### src/rtl/mux_serial_addsub.sv
// Bit-serial two's-complement adder/subtractor built from a single
// mux-only full-adder slice, with valid/ready handshakes on both sides.

// 2:1 multiplexer: the only logic primitive used in the datapath.
module mux_2to1_slice (
  input  logic sel,
  input  logic d0,
  input  logic d1,
  output logic y
);
  assign y = sel ? d1 : d0;
endmodule

module mux_serial_addsub #(
  parameter int unsigned WIDTH = 8
) (
  input  logic             clk,
  input  logic             rst_n,
  input  logic             in_valid,
  output logic             in_ready,
  input  logic [WIDTH-1:0] a,
  input  logic [WIDTH-1:0] b,
  input  logic             sub,
  output logic             out_valid,
  input  logic             out_ready,
  output logic [WIDTH-1:0] result,
  output logic             c_out,
  output logic             overflow
);

  localparam int unsigned CW = $clog2(WIDTH);
  localparam logic [CW-1:0] LAST_BIT = CW'(WIDTH - 1);

  typedef enum logic [1:0] {
    IDLE = 2'd0,
    RUN  = 2'd1,
    DONE = 2'd2
  } state_t;

  state_t state, state_nxt;

  logic [WIDTH-1:0] a_sr, b_sr, sum_sr, b_cap;
  logic [CW-1:0]    cnt;
  logic             carry, c_msb_in;

  logic accept, last_bit, commit, release_out;
  logic nb0, prop, nprop, sum_bit, cout_bit, ov_bit;

  logic             in_ready_nxt, out_valid_nxt, c_out_nxt, overflow_nxt;
  logic [WIDTH-1:0] result_nxt;

  assign accept      = (state == IDLE) && in_valid;
  assign last_bit    = (state == RUN) && (cnt == LAST_BIT);
  assign commit      = (state == DONE) && !out_valid;
  assign release_out = (state == DONE) && out_valid && out_ready;

  // Operand B is captured inverted for subtraction, selected per bit by a mux.
  for (genvar i = 0; i < WIDTH; i++) begin : g_binv
    mux_2to1_slice u_inv (.sel(sub), .d0(b[i]), .d1(~b[i]), .y(b_cap[i]));
  end

  // Mux-only full adder on the current LSBs: propagate, sum and carry-out.
  assign nb0 = ~b_sr[0];
  mux_2to1_slice u_prop  (.sel(a_sr[0]), .d0(b_sr[0]), .d1(nb0),     .y(prop));
  mux_2to1_slice u_nprop (.sel(a_sr[0]), .d0(nb0),     .d1(b_sr[0]), .y(nprop));
  mux_2to1_slice u_sum   (.sel(carry),   .d0(prop),    .d1(nprop),   .y(sum_bit));
  mux_2to1_slice u_cout  (.sel(prop),    .d0(a_sr[0]), .d1(carry),   .y(cout_bit));

  // Signed overflow: carry into MSB differs from carry out of MSB.
  mux_2to1_slice u_ovf (.sel(c_msb_in), .d0(carry), .d1(~carry), .y(ov_bit));

  // State register.
  always_ff @(posedge clk) begin
    if (!rst_n) state <= IDLE;
    else        state <= state_nxt;
  end

  // Next-state logic.
  always_comb begin
    state_nxt = state;
    case (state)
      IDLE:    if (accept)      state_nxt = RUN;
      RUN:     if (last_bit)    state_nxt = DONE;
      DONE:    if (release_out) state_nxt = IDLE;
      default:                  state_nxt = IDLE;
    endcase
  end

  // Output next values; the result is committed one cycle after the last bit.
  always_comb begin
    in_ready_nxt  = (state_nxt == IDLE);
    out_valid_nxt = out_valid;
    result_nxt    = result;
    c_out_nxt     = c_out;
    overflow_nxt  = overflow;
    if (commit) begin
      out_valid_nxt = 1'b1;
      result_nxt    = sum_sr;
      c_out_nxt     = carry;
      overflow_nxt  = ov_bit;
    end else if (release_out) begin
      out_valid_nxt = 1'b0;
    end
  end

  // Output registers.
  always_ff @(posedge clk) begin
    if (!rst_n) begin
      in_ready  <= 1'b1;
      out_valid <= 1'b0;
      result    <= '0;
      c_out     <= 1'b0;
      overflow  <= 1'b0;
    end else begin
      in_ready  <= in_ready_nxt;
      out_valid <= out_valid_nxt;
      result    <= result_nxt;
      c_out     <= c_out_nxt;
      overflow  <= overflow_nxt;
    end
  end

  // Serial datapath: operand shift registers, sum shifted in from the MSB side.
  always_ff @(posedge clk) begin
    if (!rst_n) begin
      a_sr     <= '0;
      b_sr     <= '0;
      sum_sr   <= '0;
      cnt      <= '0;
      carry    <= 1'b0;
      c_msb_in <= 1'b0;
    end else if (accept) begin
      a_sr  <= a;
      b_sr  <= b_cap;
      carry <= sub;
      cnt   <= '0;
    end else if (state == RUN) begin
      a_sr   <= a_sr >> 1;
      b_sr   <= b_sr >> 1;
      sum_sr <= {sum_bit, sum_sr[WIDTH-1:1]};
      carry  <= cout_bit;
      if (last_bit) c_msb_in <= carry;
      else          cnt      <= cnt + CW'(1);
    end
  end

endmodule
### config.mk
export PLATFORM = sky130hd
export DESIGN_NAME = mux_serial_addsub
export DESIGN_NICKNAME = d
export VERILOG_FILES = /design/src/rtl/mux_serial_addsub.sv
export SDC_FILE = /design/constraint.sdc
export NUM_CORES = 1
export LEC_CHECK = 0
export BUFFER_PORTS_ARGS = -buffer_cell sky130_fd_sc_hd__buf_4
export CAP_MARGIN = 20
export CORE_UTILIZATION = 54
export CTS_CLUSTER_DIAMETER = 100
export DETAILED_ROUTE_END_ITERATION = 8
export PLACE_DENSITY_LB_ADDON = 0.2
export RECOVER_POWER = 50
export REMOVE_ABC_BUFFERS = 1
export SETUP_SLACK_MARGIN = 0.4
export SKIP_LAST_GASP = 1
export SYNTH_ARGS = -nofsm -noshare
export SYNTH_HDL_FRONTEND = slang
export SYNTH_SLANG_ARGS = --single-unit
### constraint.sdc
create_clock -name clk -period 1.8 [get_ports clk]
set_input_delay 0.36 -clock clk [delete_from_list [all_inputs] [get_ports clk]]
set_output_delay 0.36 -clock clk [all_outputs]
set_load 0.005 [all_outputs]
==> impl_results.md, run 1 <==
* CTS root buf: clkbuf_4
* Initial core utilization at 0.5655
* Post-synth top cells: dfxtp_1, nand2_1, mux2i_1
* # IOs at 33
* HP Start: a[7]
* Max cap viols at 0
* Die area at roughly 3800 sq um
* CP max stage delay at around 430 ps
* Crit path max-delay family: simple AND/OR/NAND/NOR gates
* Final setup violation count at 0
* Total track usage at 0.2132
* Htree depth at 2
* Die X at 61.35 um
* DP Cell Count at 268
* Core ar. at 3363 sq um
* Setup crit start kind: flop
* Worst R2R Start: state[1]
* Worst-skew pair later-pin latency at 350 ps
* WP data arrival at 1730 ps
* Synth cell types at 33
* GRT Residual Overflow at 0
* Layout cells sized above 1 at 0.2096
* Seq cells post-synth at 43
* Row count at 21
* First-pass GRT wire length at between 5 and 6 mm
* Sequential cell area fraction in the yosys report at 0.4526
* Initial antenna violation count at 0
* Critical Path Start: state[1]
* Critical-path top delay cell: dfxtp_1
* Worst path cell trace: nor3b_1 > buf_6 > nor2_1 > o32ai_1
* Area leader, netlist: dfxtp_1
* Mapped Cells at 201
* Fin area at 2217 sq um
* Antenna viol nets, final at 0
* Status: finished clean
* Worst hold path class: in2reg
* Met3 wire len at 132 um
* Pin count of the biggest net entering global routing at 44
* CP required at between 2000 and 2500 ps
* DP Wirelength at around 2.4 mm
* Worst Tran Pin Value at 368.2 ps
* Drt drc at 0
* Non-Filler Instances at 275
* Via-per-instance ratio at 5.255
* CP max FO at 16
* Worst Path Buf+Inv at 1
* Part of the cycle the worst path needs at 0.8175
* Leak pwr at 0.0008700 uW
* Max layer used: met4
* CTS buffer count at 5
* TritonCTS clock tree: done
* Fin. max-slew vios at 0
* DRT Wirelength at 3.373 mm
* Routability congestion estimate at 0.7898
* Rel. slew slack at 0.7540
* Post-Place Cell Area at 2136 sq um
* Post-synth EDFFs at 0
* Diode count at 0
* Min Tclk post-route at 1471 ps
* Clock Path Buffers at 2
* Synth Flop Type: dfxtp_1
* Layout Skew at a little over 7 ps
* Setup TNS at 0 ps
* Clock sinks at 43
* Critical Path Sink Type: flop
* Ys async rst share at 0
* Number of DRC markers in iteration 0 at 58
* Endpoints failing hold at 0
* Drt pass-1 iters at 4
* Synth top area cells: dfxtp_1, mux2i_1, nand2_1, nor2b_1, xor2_1
* Vias in the first global route at 1,338
* Unrepaired setup endpoints after global routing: true
* WL per Instance at 12.27 um
* Routed via count at 1,445
* PnR Total Power at 1830 uW
* Met2 WL at 1.686 mm
* Final Core Density at 0.6592
* Worst IR Drop VDD at 0.5941 mV
* # port buffers at 32
* Syn avg cell area at around 9.5 sq um
* Die height at 61.35 um
* Critical path class: reg2reg
* Achievable clock frequency at 679.6 MHz
* M1 WL at approximately 1.5 mm
* Ys Warns at 0
* Syn-to-layout area delta at 16.58%
* Final net count at 252
* Mapped Area at 1902 sq um
* PwrDens at 825.3 nW/um^2
* CTS Hold Bufs at 0
* Area share of the largest cell type after synthesis at 0.4526
* Post-CTS Setup Bufs at 0
* Top-count cell post-synth: dfxtp_1
* Clock-pin slew on the worst setup and hold paths at 120 ps
-- routing by layer --
metal / global-route usage / vias to the layer above
met4: 0.06667 / 0
met1: 0.2471 / 668
met3: 0.06933 / 6
met2: 0.3742 / 26
met5: 0 / -
li1: - / 745
-- what timing repair did --
item / CTS / global route
resized for setup: 1 / 7
setup endpoints to repair: 8 / 27
hold endpoints to repair: 0 / 0
pin swaps: 0 / 2
-- per-stage QoR --
step	worst slack [ps]	hold WS (ps)
after global placement	430.4	455.7
after detailed placement	407.4	470.3
after global routing	209.1	283.8
after floorplan	168.8	443.1
after CTS	386.3	281.0
final	328.6	279.2
-- state kept, by name, indices dropped and copies added (netlist names) --
name and flops:
state 2, result 8, c_msb_in 1, cnt 3
a_sr 8, carry 1, c_out 1, out_valid 1
overflow 1, in_ready 1, sum_sr 8, b_sr 8
-- cells by family (layout without fill, tap and decap cells) --
group	count (synthesis)	count (layout)	synth area share
AO/OA/AOI/OAI	46	46	0.1678
XOR/XNOR	12	12	0.05526
adder cells (fa/ha/maj)	2	2	0.01316
buffers and inverters	16	44	0.05329
flip-flops	43	43	0.4526
multiplexers	17	17	0.08947
AND/OR/NAND/NOR	65	65	0.1684
-- placed cells by master, fill, tap and decap left out, drive strengths merged, types with 2 or more instances in the layout --
master  count
dfxtp      43
nand2      28
buf        25
clkbuf     18
mux2i      17
nor2       15
nor2b      14
a21oi      10
o21ai       9
a21boi      8
xor2        8
o32ai       7
xnor2       4
nor3b       3
o211a       2
a22oi       2
ha          2
-- path summary, 6_finish.rpt --
check,end,slack (ps),depth (start not counted)
min reg2reg,b_sr[4],490,2
max,b_sr[6],330,4
max reg2reg,b_sr[6],330,4
min,a_sr[7],280,3
-- where the power goes --
group / switching (uW) / leakage [uW] / internal, uW
registers: 31.4 / 0.000351 / 996
clock network: 286 / 0.0000383 / 286
logic: 112 / 0.000481 / 118
-- final cells by class --
cell class,count,area (sq um)
clock inverters,1,30.03
clock buffers,6,41.29
well taps,46,57.56
repair buffers,37,270.3
fillers,310,1146
flip-flops and latches,43,862.1
multi-input cells,142,955.9
-- tightest hold or removal path, delay by kind of cell --
kind,cells,cell delay (ps)
compound gates,1,60
buf+inv,1,80
simple gates,1,100
(Power assumes the default switching activity.)
==> run 2: changes to the inputs <==
Clock period 1.8 ns to 1.4 ns, I/O delays scaled along.
==> impl_results.md, run 2 (same netlist as run 1, synthesis figures left out) <==
* Worst path cell trace: buf_2 > clkbuf_4 > nor2b_1 > nand2_2 > a21bo_2
* M1 WL at 1.593 mm (+5.6%)
* Leak pwr at 0.0009631 uW (+11%)
* Setup crit start kind: flop
* Unrepaired setup endpoints after global routing: true
* Htree depth at 2 (unchanged)
* Seq pwr share at 0.574 (+0.013)
* PnR Total Power at 2299 uW (+26%)
* Routed via count at 1,527 (+5.7%)
* Critical-path top delay cell: dfxtp_4
* Clock-pin slew on the worst setup and hold paths at 130 ps (about the same)
* Total track usage at 0.2174 (+0.004214)
* Min Tclk post-route at 1276 ps (-195.5 ps)
* Part of the cycle the worst path needs at 0.9114 (+0.09395)
* Diode count at 0 (unchanged)
* Clock Path Buffers at 2 (unchanged)
* Drt pass-1 iters at 4 (unchanged)
* Worst Tran Pin Value at 249.5 ps (-118.6 ps)
* Clock power frac at 0.270 (-0.043)
* Number of DRC markers in iteration 0 at 54 (-6.9%)
* CP max stage delay at 390 ps (-40 ps)
* DRT Wirelength at 3.717 mm (+10%)
* DP Wirelength at 2.481 mm (+2.2%)
* Max layer used: met4
* Vias in the first global route at 1,337 (-0.075%)
* Syn-to-layout area delta at 27.89%
* Endpoints failing hold at 0 (unchanged)
* Setup TNS at 0 ps (unchanged)
* Psw at 634.5 uW (+48%)
* Antenna viol nets, final at 0 (unchanged)
* Switching Share at 0.2760 (+0.04127)
* Worst IR Drop VDD at 0.5512 mV (-7.2%)
* Status: finished clean
* Initial core utilization at 0.5655 (unchanged)
* Core ar. at 3363 sq um (unchanged)
* Met2 WL at 1.959 mm (+16%)
* CP max FO at 6 (-10)
* Clock sinks at 43 (unchanged)
* CTS buffer count at 5 (unchanged)
* Final setup violation count at 0 (unchanged)
* Die height at 61.35 um (unchanged)
* Most common cell after layout, fill and taps aside: dfxtp_1
* DP Cell Count at 272 (+1.5%)
* Fin. max-slew vios at 0 (unchanged)
* Most frequent cells in the layout: dfxtp_1, buf_4, nand2_1
* Comb power frac at 0.156 (+0.031)
* Final net count at 263 (+4.4%)
* CP required at 1690 ps (-360 ps)
* Routability congestion estimate at 0.7657 (-3.1%)
* Non-Filler Instances at 287 (+4.4%)
* Max cap viols at 0 (unchanged)
* Critical Path Sink Type: flop
* TritonCTS clock tree: done
* CTS Hold Bufs at 0 (unchanged)
* Critical path class: reg2reg
* Die X at 61.35 um (unchanged)
* Internal Pwr Total at 1665 uW (+19%)
* PwrDens at 945.3 nW/um^2 (+15%)
* First-pass GRT wire length at 5.885 mm (+0.82%)
* Row count at 21 (unchanged)
* Layout Skew at 8.990 ps (+1.838 ps)
* Achievable clock frequency at 783.7 MHz (+15%)
* Worst-skew pair later-pin latency at 370 ps (+20 ps)
* Rel. slew slack at 0.8334 (+0.07938)
* Met3 wire len at 125 um (-5.3%)
* WP data arrival at 1560 ps (-170 ps)
* CTS root buf: clkbuf_4
* Die area at 3763 sq um (unchanged)
* Worst setup margin at 124.0 ps (-204.5 ps)
* Via-per-instance ratio at 5.321 (+1.3%)
* Pin count of the biggest net entering global routing at 29 (-34%)
* # IOs at 33 (unchanged)
* Initial antenna violation count at 0 (unchanged)
* Hold slack at 184.7 ps (-94.49 ps)
* # port buffers at 32 (unchanged)
* Layout cells sized above 1 at 0.3154 (+0.1057)
* Worst hold path class: in2reg
* WL per Instance at 12.95 um (+5.6%)
* DP Worst Slack at 17.63 ps (-389.8 ps)
* Drt drc at 0 (unchanged)
* GRT Residual Overflow at 0 (unchanged)
run 2: cell types whose count changed in the layout (fill, tap and decap cells not counted), sizes merged:
cell	before	now
bufinv	1	0
clkbuf	18	7
buf	25	46
clkinv	0	1
clkinvlp	0	2
run 2: area by class of cell:
class | instances | area [sq um]
Tap cell | 46 | 57.56
Sequential cell | 43 | 869.6
Clock buffer | 5 | 37.54
Clock inverter | 3 | 20.02
Fill cell | 288 | 930.9
Timing Repair Buffer | 48 | 435.4
Multi-Input combinational cell | 142 | 1012
run 2: worst paths after layout:
path / slack [ps] / startpoint / cells past startpoint / to
hold reg to reg: 480 / sum_sr[5] / 2 / sum_sr[5]
setup reg to reg: 120 / state[0] / 5 / in_ready
setup / recovery: 120 / state[0] / 5 / in_ready
hold / removal: 180 / a[7] / 3 / a_sr[7]
run 2: critical path, delay by kind of cell (launching register included):
kind / cells / cell delay, ps
flops: 1 / 390
buf+inv: 2 / 290
simple gates: 2 / 290
compound gates: 1 / 210
run 2: layer usage:
| metal | global-route usage | vias up |
|---|---|---|
| li1 | - | 772 |
| met3 | 0.06933 | 3 |
| met5 | 0 | - |
| met1 | 0.2347 | 722 |
| met4 | 0.07619 | 0 |
| met2 | 0.3991 | 30 |
run 2: power groups by stage:
stage	clock (uW)	sequential (uW)	combinational, uW
after floorplan	0	1340	181
after global placement	0	1350	302
after detailed placement	0	1350	313
after CTS	634	1320	328
after global routing	689	1330	393
final	621	1320	359
run 2: metrics by stage:
| stage | util | instance area, sq um |
|---|---|---|
| after detailed placement | 0.6514 | 2191 |
| final | 0.7232 | 2432 |
| after global placement | 0.6514 | 2191 |
| after floorplan | - | 1800 |
| after CTS | 0.7076 | 2380 |
| after global routing | 0.7232 | 2432 |
run 2: timing repair:
item,4_1_cts,5_1_grt
pin swaps,5,11
setup buffers,3,4
resized for setup,36,23
endpoints found under the setup margin,55,54
